$ cat src/rtl/operand_fetch_if.sv
// Decode-side and execute-side bundle of the operand fetch stage.
// master drives stage inputs, slave is the stage itself.
interface operand_fetch_if #(
  parameter int STALL_CNT_W = 16
);
  logic                   i_dec_valid;
  logic                   o_dec_ready;
  logic [4:0]             i_rs1;
  logic [4:0]             i_rs2;
  logic [4:0]             i_rd;
  logic                   i_rd_write;
  logic [31:0]            i_pc;
  logic [31:0]            i_imm;
  logic [4:0]             o_rf_index1;
  logic [4:0]             o_rf_index2;
  logic [31:0]            i_rf_data1;
  logic [31:0]            i_rf_data2;
  logic                   i_wb_enable;
  logic [4:0]             i_wb_index;
  logic [31:0]            i_wb_data;
  logic                   i_flush;
  logic                   o_ex_valid;
  logic                   i_ex_ready;
  logic [31:0]            o_ex_rs1_data;
  logic [31:0]            o_ex_rs2_data;
  logic [31:0]            o_ex_pc;
  logic [31:0]            o_ex_imm;
  logic [4:0]             o_ex_rd;
  logic                   o_ex_rd_write;
  logic [STALL_CNT_W-1:0] o_stall_count;

  modport master (
    output i_dec_valid, i_rs1, i_rs2, i_rd, i_rd_write,
    output i_pc, i_imm, i_rf_data1, i_rf_data2,
    output i_wb_enable, i_wb_index, i_wb_data,
    output i_flush, i_ex_ready,
    input  o_dec_ready, o_rf_index1, o_rf_index2,
    input  o_ex_valid, o_ex_rs1_data, o_ex_rs2_data,
    input  o_ex_pc, o_ex_imm, o_ex_rd, o_ex_rd_write,
    input  o_stall_count
  );

  modport slave (
    input  i_dec_valid, i_rs1, i_rs2, i_rd, i_rd_write,
    input  i_pc, i_imm, i_rf_data1, i_rf_data2,
    input  i_wb_enable, i_wb_index, i_wb_data,
    input  i_flush, i_ex_ready,
    output o_dec_ready, o_rf_index1, o_rf_index2,
    output o_ex_valid, o_ex_rs1_data, o_ex_rs2_data,
    output o_ex_pc, o_ex_imm, o_ex_rd, o_ex_rd_write,
    output o_stall_count
  );
endinterface

$ cat src/rtl/operand_fetch.sv
// Operand fetch stage: RF read, writeback bypass,
// RAW scoreboard and registered slot toward execute.
module operand_fetch #(
  parameter bit FORWARD_WB  = 1'b1,
  parameter int STALL_CNT_W = 16
) (
  input logic           i_clk,
  input logic           i_rst_n,
  operand_fetch_if.slave bus
);

  logic [31:1] pending;
  logic [31:0] pend_vec;
  logic [31:0] pend_nxt;
  logic        fwd1;
  logic        fwd2;
  logic        hz1;
  logic        hz2;
  logic        accept;
  logic        issue;
  logic        stall_ev;
  logic [31:0] op1;
  logic [31:0] op2;

  assign pend_vec = {pending, 1'b0};

  assign bus.o_rf_index1 = bus.i_rs1;
  assign bus.o_rf_index2 = bus.i_rs2;

  // Writeback landing this cycle can be bypassed.
  always_comb begin
    fwd1 = FORWARD_WB && bus.i_wb_enable
        && (bus.i_wb_index == bus.i_rs1);
    fwd2 = FORWARD_WB && bus.i_wb_enable
        && (bus.i_wb_index == bus.i_rs2);
  end

  // RAW hazards against the scoreboard and the slot.
  always_comb begin
    hz1 = (bus.i_rs1 != 5'd0)
       && ((pend_vec[bus.i_rs1] && !fwd1)
        || (bus.o_ex_valid && bus.o_ex_rd_write
         && (bus.o_ex_rd == bus.i_rs1)));
    hz2 = (bus.i_rs2 != 5'd0)
       && ((pend_vec[bus.i_rs2] && !fwd2)
        || (bus.o_ex_valid && bus.o_ex_rd_write
         && (bus.o_ex_rd == bus.i_rs2)));
  end

  assign bus.o_dec_ready = !bus.i_flush && !hz1 && !hz2
                        && (!bus.o_ex_valid || bus.i_ex_ready);
  assign accept   = bus.i_dec_valid && bus.o_dec_ready;
  assign issue    = bus.o_ex_valid && bus.i_ex_ready
                 && !bus.i_flush;
  assign stall_ev = bus.i_dec_valid && !bus.i_flush
                 && (hz1 || hz2);

  // Operand select: x0, bypass, then register file.
  always_comb begin
    op1 = bus.i_rf_data1;
    op2 = bus.i_rf_data2;
    if (bus.i_rs1 == 5'd0) op1 = '0;
    else if (fwd1)         op1 = bus.i_wb_data;
    if (bus.i_rs2 == 5'd0) op2 = '0;
    else if (fwd2)         op2 = bus.i_wb_data;
  end

  // Scoreboard update; issue set applied after the clear.
  always_comb begin
    pend_nxt = pend_vec;
    if (bus.i_wb_enable)
      pend_nxt[bus.i_wb_index] = 1'b0;
    if (issue && bus.o_ex_rd_write)
      pend_nxt[bus.o_ex_rd] = 1'b1;
    pend_nxt[0] = 1'b0;
  end

  // Scoreboard register.
  always_ff @(posedge i_clk) begin
    if (!i_rst_n) pending <= '0;
    else          pending <= pend_nxt[31:1];
  end

  // Output slot toward execute.
  always_ff @(posedge i_clk) begin
    if (!i_rst_n) begin
      bus.o_ex_valid    <= 1'b0;
      bus.o_ex_rs1_data <= '0;
      bus.o_ex_rs2_data <= '0;
      bus.o_ex_pc       <= '0;
      bus.o_ex_imm      <= '0;
      bus.o_ex_rd       <= '0;
      bus.o_ex_rd_write <= 1'b0;
    end else if (accept) begin
      bus.o_ex_valid    <= 1'b1;
      bus.o_ex_rs1_data <= op1;
      bus.o_ex_rs2_data <= op2;
      bus.o_ex_pc       <= bus.i_pc;
      bus.o_ex_imm      <= bus.i_imm;
      bus.o_ex_rd       <= bus.i_rd;
      bus.o_ex_rd_write <= bus.i_rd_write;
    end else if (bus.i_ex_ready || bus.i_flush) begin
      bus.o_ex_valid    <= 1'b0;
    end
  end

  // Saturating count of hazard stall cycles.
  always_ff @(posedge i_clk) begin
    if (!i_rst_n)
      bus.o_stall_count <= '0;
    else if (stall_ev && !(&bus.o_stall_count))
      bus.o_stall_count <= bus.o_stall_count + 1'b1;
  end

endmodule

$ cat src/flat_wrapper.sv
// flat-port wrapper written by rule: the top's interface ports become plain ports
module operand_fetch_flat 
#(
  parameter bit FORWARD_WB  = 1'b1,
  parameter int STALL_CNT_W = 16
)
  (i_clk, i_rst_n, bus_i_dec_valid, bus_i_rs1, bus_i_rs2, bus_i_rd, bus_i_rd_write, bus_i_pc, bus_i_imm, bus_i_rf_data1, bus_i_rf_data2, bus_i_wb_enable, bus_i_wb_index, bus_i_wb_data, bus_i_flush, bus_i_ex_ready, bus_o_dec_ready, bus_o_rf_index1, bus_o_rf_index2, bus_o_ex_valid, bus_o_ex_rs1_data, bus_o_ex_rs2_data, bus_o_ex_pc, bus_o_ex_imm, bus_o_ex_rd, bus_o_ex_rd_write, bus_o_stall_count);
  operand_fetch_if #(.STALL_CNT_W(STALL_CNT_W)) bus_i ();
  input logic i_clk;
  input logic i_rst_n;
  input wire logic [$bits(bus_i.i_dec_valid)-1:0] bus_i_dec_valid;
  input wire logic [$bits(bus_i.i_rs1)-1:0] bus_i_rs1;
  input wire logic [$bits(bus_i.i_rs2)-1:0] bus_i_rs2;
  input wire logic [$bits(bus_i.i_rd)-1:0] bus_i_rd;
  input wire logic [$bits(bus_i.i_rd_write)-1:0] bus_i_rd_write;
  input wire logic [$bits(bus_i.i_pc)-1:0] bus_i_pc;
  input wire logic [$bits(bus_i.i_imm)-1:0] bus_i_imm;
  input wire logic [$bits(bus_i.i_rf_data1)-1:0] bus_i_rf_data1;
  input wire logic [$bits(bus_i.i_rf_data2)-1:0] bus_i_rf_data2;
  input wire logic [$bits(bus_i.i_wb_enable)-1:0] bus_i_wb_enable;
  input wire logic [$bits(bus_i.i_wb_index)-1:0] bus_i_wb_index;
  input wire logic [$bits(bus_i.i_wb_data)-1:0] bus_i_wb_data;
  input wire logic [$bits(bus_i.i_flush)-1:0] bus_i_flush;
  input wire logic [$bits(bus_i.i_ex_ready)-1:0] bus_i_ex_ready;
  output wire logic [$bits(bus_i.o_dec_ready)-1:0] bus_o_dec_ready;
  output wire logic [$bits(bus_i.o_rf_index1)-1:0] bus_o_rf_index1;
  output wire logic [$bits(bus_i.o_rf_index2)-1:0] bus_o_rf_index2;
  output wire logic [$bits(bus_i.o_ex_valid)-1:0] bus_o_ex_valid;
  output wire logic [$bits(bus_i.o_ex_rs1_data)-1:0] bus_o_ex_rs1_data;
  output wire logic [$bits(bus_i.o_ex_rs2_data)-1:0] bus_o_ex_rs2_data;
  output wire logic [$bits(bus_i.o_ex_pc)-1:0] bus_o_ex_pc;
  output wire logic [$bits(bus_i.o_ex_imm)-1:0] bus_o_ex_imm;
  output wire logic [$bits(bus_i.o_ex_rd)-1:0] bus_o_ex_rd;
  output wire logic [$bits(bus_i.o_ex_rd_write)-1:0] bus_o_ex_rd_write;
  output wire logic [$bits(bus_i.o_stall_count)-1:0] bus_o_stall_count;
  assign bus_i.i_dec_valid = bus_i_dec_valid;
  assign bus_i.i_rs1 = bus_i_rs1;
  assign bus_i.i_rs2 = bus_i_rs2;
  assign bus_i.i_rd = bus_i_rd;
  assign bus_i.i_rd_write = bus_i_rd_write;
  assign bus_i.i_pc = bus_i_pc;
  assign bus_i.i_imm = bus_i_imm;
  assign bus_i.i_rf_data1 = bus_i_rf_data1;
  assign bus_i.i_rf_data2 = bus_i_rf_data2;
  assign bus_i.i_wb_enable = bus_i_wb_enable;
  assign bus_i.i_wb_index = bus_i_wb_index;
  assign bus_i.i_wb_data = bus_i_wb_data;
  assign bus_i.i_flush = bus_i_flush;
  assign bus_i.i_ex_ready = bus_i_ex_ready;
  assign bus_o_dec_ready = bus_i.o_dec_ready;
  assign bus_o_rf_index1 = bus_i.o_rf_index1;
  assign bus_o_rf_index2 = bus_i.o_rf_index2;
  assign bus_o_ex_valid = bus_i.o_ex_valid;
  assign bus_o_ex_rs1_data = bus_i.o_ex_rs1_data;
  assign bus_o_ex_rs2_data = bus_i.o_ex_rs2_data;
  assign bus_o_ex_pc = bus_i.o_ex_pc;
  assign bus_o_ex_imm = bus_i.o_ex_imm;
  assign bus_o_ex_rd = bus_i.o_ex_rd;
  assign bus_o_ex_rd_write = bus_i.o_ex_rd_write;
  assign bus_o_stall_count = bus_i.o_stall_count;
  operand_fetch #(.FORWARD_WB(FORWARD_WB), .STALL_CNT_W(STALL_CNT_W)) u_core (.i_clk(i_clk), .i_rst_n(i_rst_n), .bus(bus_i));
endmodule
$ cat config.mk
export PLATFORM = sky130hd
export DESIGN_NAME = operand_fetch_flat
export DESIGN_NICKNAME = d
export VERILOG_FILES = /design/src/rtl/operand_fetch_if.sv /design/src/rtl/operand_fetch.sv /design/src/flat_wrapper.sv
export SDC_FILE = /design/constraint.sdc
export NUM_CORES = 1
export LEC_CHECK = 0
export BUFFER_PORTS_ARGS = -buffer_cell sky130_fd_sc_hd__buf_2
export CORE_AREA = 2 2 134 136
export DETAILED_ROUTE_END_ITERATION = 8
export DIE_AREA = 0 0 136 138
export PLACE_DENSITY = 0.95
export SLEW_MARGIN = 20
export SYNTH_ARGS = -nofsm -noshare
export SYNTH_HDL_FRONTEND = slang
export SYNTH_SLANG_ARGS = --single-unit
export TNS_END_PERCENT = 1
$ cat constraint.sdc
create_clock -name i_clk -period 5.9 [get_ports i_clk]
set_input_delay 0.59 -clock i_clk [delete_from_list [all_inputs] [get_ports i_clk]]
set_output_delay 0.59 -clock i_clk [all_outputs]
set_load 0.1 [all_outputs]
==> metrics.txt <==
status complete, no violations; sequential area share after synthesis 39.8%; Routed wire per std cell 17.3 microns; Worst Clk Skew 9.85 ps; vias in the first global route 8350; CTS Buffer Depth 2; gr usage total 28.2%; die width 136 microns; clk root buf clkbuf_16; WP data arrival 3060 ps; ranking of synthesized cells by area dfxtp_1 (40%), mux2i_1 (16%), nand2_1 (13%); Die ar. 0.0188 sq mm; leakage 5.07 nW; H-Tree Level Count 4; setup_tns 0 ps; Initial Util 52.2%; register-to-register setup slack 2870 ps; Yosys Warn Count 0; largest net degree at the start of global routing 152; Net Switching 1.03 mW; clk sink count 182; routed vias/inst 5.54; Synth Instances 1039; Pwr Density 269 mW/mm^2; Top Ports 349; cts bufs inserted 17; Async SR Flop Fraction 0%; worst setup path endpoint bus_o_dec_ready; Core Area 0.0175 sq mm; Worst Setup SP bus_i_rs1[0]; main flop type after synthesis dfxtp_1; net count after synthesis 1227; Hold Fails Final Rpt 0; share of layout cells above drive strength 1 35.8%; Slew @ Worst Pin 955 ps; GP Congestion 0.937; first-pass GRT wire length 42300 microns; HP Class in2reg; CP Class in2out; Internal Pwr Total 2.04 mW; Post-synth EDFFs 0; post-synth cell types 49; VDD IR-drop max 0.215 mV; MaxCap Viol Count 0; crit-path max FO 13; CTS tree built; RSZ-0062 raised after global routing false; FMAX 274 MHz; DR iter-0 viols 655; sw frac 33.5%; DRC 0; CTS Hold Bufs 0; top-count cell post-synth nand2_1; FF-to-FF End u_core.bus.o_ex_pc[17]; Critical Path RT 5310 ps; fin crit share 61.8%; FF+latch count, synth 182; nature of the critical path endpoint primary output; syn avg cell area 8.81 sq um; Final Util 65.1%; initial antenna violation count 1; Setup Buffers After CTS 0; filler instances 1381; synthesized area 0.00915 sq mm; DRT Pass-1 Iters 5; num rows 49; Syn-to-layout area delta 24.8%; Final min period 3650 ps; Setup Viol. Count Final 0; Vias 8698; Slew headroom 36.3%; quantity of gates resized following cts 0; die height 138 microns; Reg2Reg Depth 8; HPWL after DPL 19700 microns; final wirelength 27100 microns; clock power share 36.1%; clk_lat worst skew 420 ps; clk slew on worst S/H paths 70 ps; grt ovf 0; I/O Buffers 348; synth cell count leaders nand2_1 (318), dfxtp_1 (182), mux2i_1 (148); share of the synthesized area in the top cell type 39.8%; nets 1514; fin. max-slew vios 0; area leader, netlist dfxtp_1; r2r startpoint u_core.pending[25]; Critical Path Start Type input port; Logic pwr share 21.8%; sequential share of power 42.1%; Routed Antenna Nets 0
logic make-up (layout without fill, tap and decap cells):
family | Yosys count | count (layout) | synth area share (%)
muxes | 231 | 231 | 27.7
xor gates and xnor gates | 20 | 20 | 1.91
and+or+nand+nor | 411 | 411 | 19.4
buffers and inverters | 98 | 398 | 5.08
adders and majority gates | 1 | 1 | 0.137
AOI/OAI and AO/OA | 96 | 96 | 5.90
other | 0 | 1 | 0
DFF | 182 | 182 | 39.8
worst max-delay path: stages:
cell and delay [ps]:
buf_2 290, mux4_1 610, mux2_2 280, a221oi_1 240, or4b_4 190, nand3_1 140, nor3_1 240, buf_2 460
power by group through the flow:
| stage | clock network [mW] | logic, mW | registers (mW) |
|---|---|---|---|
| CTS | 1.13 | 0.667 | 1.29 |
| floorplan | 0 | 0.236 | 1.60 |
| global route | 1.18 | 0.701 | 1.30 |
| finish | 1.11 | 0.670 | 1.29 |
| global placement | 0 | 0.654 | 1.32 |
| detailed placement | 0 | 0.665 | 1.32 |
through the flow:
step	instances	worst slack (ps)	hold WS, ps	total power, mW	cell area (sq um)
5_1_grt	1569	2060	389	3.18	11400
4_1_cts	1568	2250	391	3.08	11400
3_3_place_gp	1536	2270	439	1.97	10800
3_5_place_dp	1536	2220	445	1.99	10900
2_1_floorplan	1039	1180	459	1.83	9150
6_report	1569	2250	406	3.07	11400
layout by cell type (no fill, tap or decap), drive strengths merged, types with 4 or more instances in the layout:
master and count:
o21ai 36, dfxtp 182, nor2 9, clkbuf 19, xor2 14, nor4 7, mux2 73, nor3 7
a31oi 4, nand4 7, nand2b 12, clkinv 4, xnor2 6, buf 356, nor3b 4, a21oi 39
nor2b 5, nand2 318, inv 15, and3 7, mux2i 148, mux4 10, nand3 12, nand3b 6
area by class of cell:
cell class	instances	area, sq um	area share [%]
tap	229	287	2.51
inverter	10	37.5	0.329
sequential	182	3640	31.9
multi-input combinational	759	5060	44.3
clock inverter	13	116	1.02
timing repair buffer	356	1820	15.9
clock buffer	19	453	3.97
antenna	1	2.50	0.0219
flip-flops by register name, summed over array words and instances (netlist names):
register,flops
u_core.bus.o_stall_count,16
u_core.bus.o_ex_rs2_data,32
u_core.bus.o_ex_valid,1
u_core.bus.o_ex_pc,32
u_core.pending,31
u_core.bus.o_ex_rd,5
u_core.bus.o_ex_rd_write,1
u_core.bus.o_ex_rs1_data,32
u_core.bus.o_ex_imm,32
worst min path at each step:
stage                                  from  cells after the start                      endpoint  slack (ps)
5_1_grt                       bus_i_imm[15]                      3       u_core.bus.o_ex_imm[15]         390
3_3_place_gp        u_core.bus.o_ex_imm[17]                      2       u_core.bus.o_ex_imm[17]         440
6_report                      bus_i_imm[12]                      3       u_core.bus.o_ex_imm[12]         410
2_1_floorplan            u_core.pending[30]                      2            u_core.pending[30]         460
4_1_cts                         bus_i_pc[8]                      3         u_core.bus.o_ex_pc[8]         390
3_5_place_dp   u_core.bus.o_ex_rs1_data[14]                      2  u_core.bus.o_ex_rs1_data[14]         440
metal layers:
layer,up-vias,wire [microns],GRT usage [%],share of wire [%]
li1,4108,-,-,-
met1,4074,10900,34.2,40
met2,441,12800,45.3,47
met3,75,2330,8.62,8.6
met4,0,1040,13.7,3.8
met5,-,0,0,0
Power figures use the tool's default switching activity.
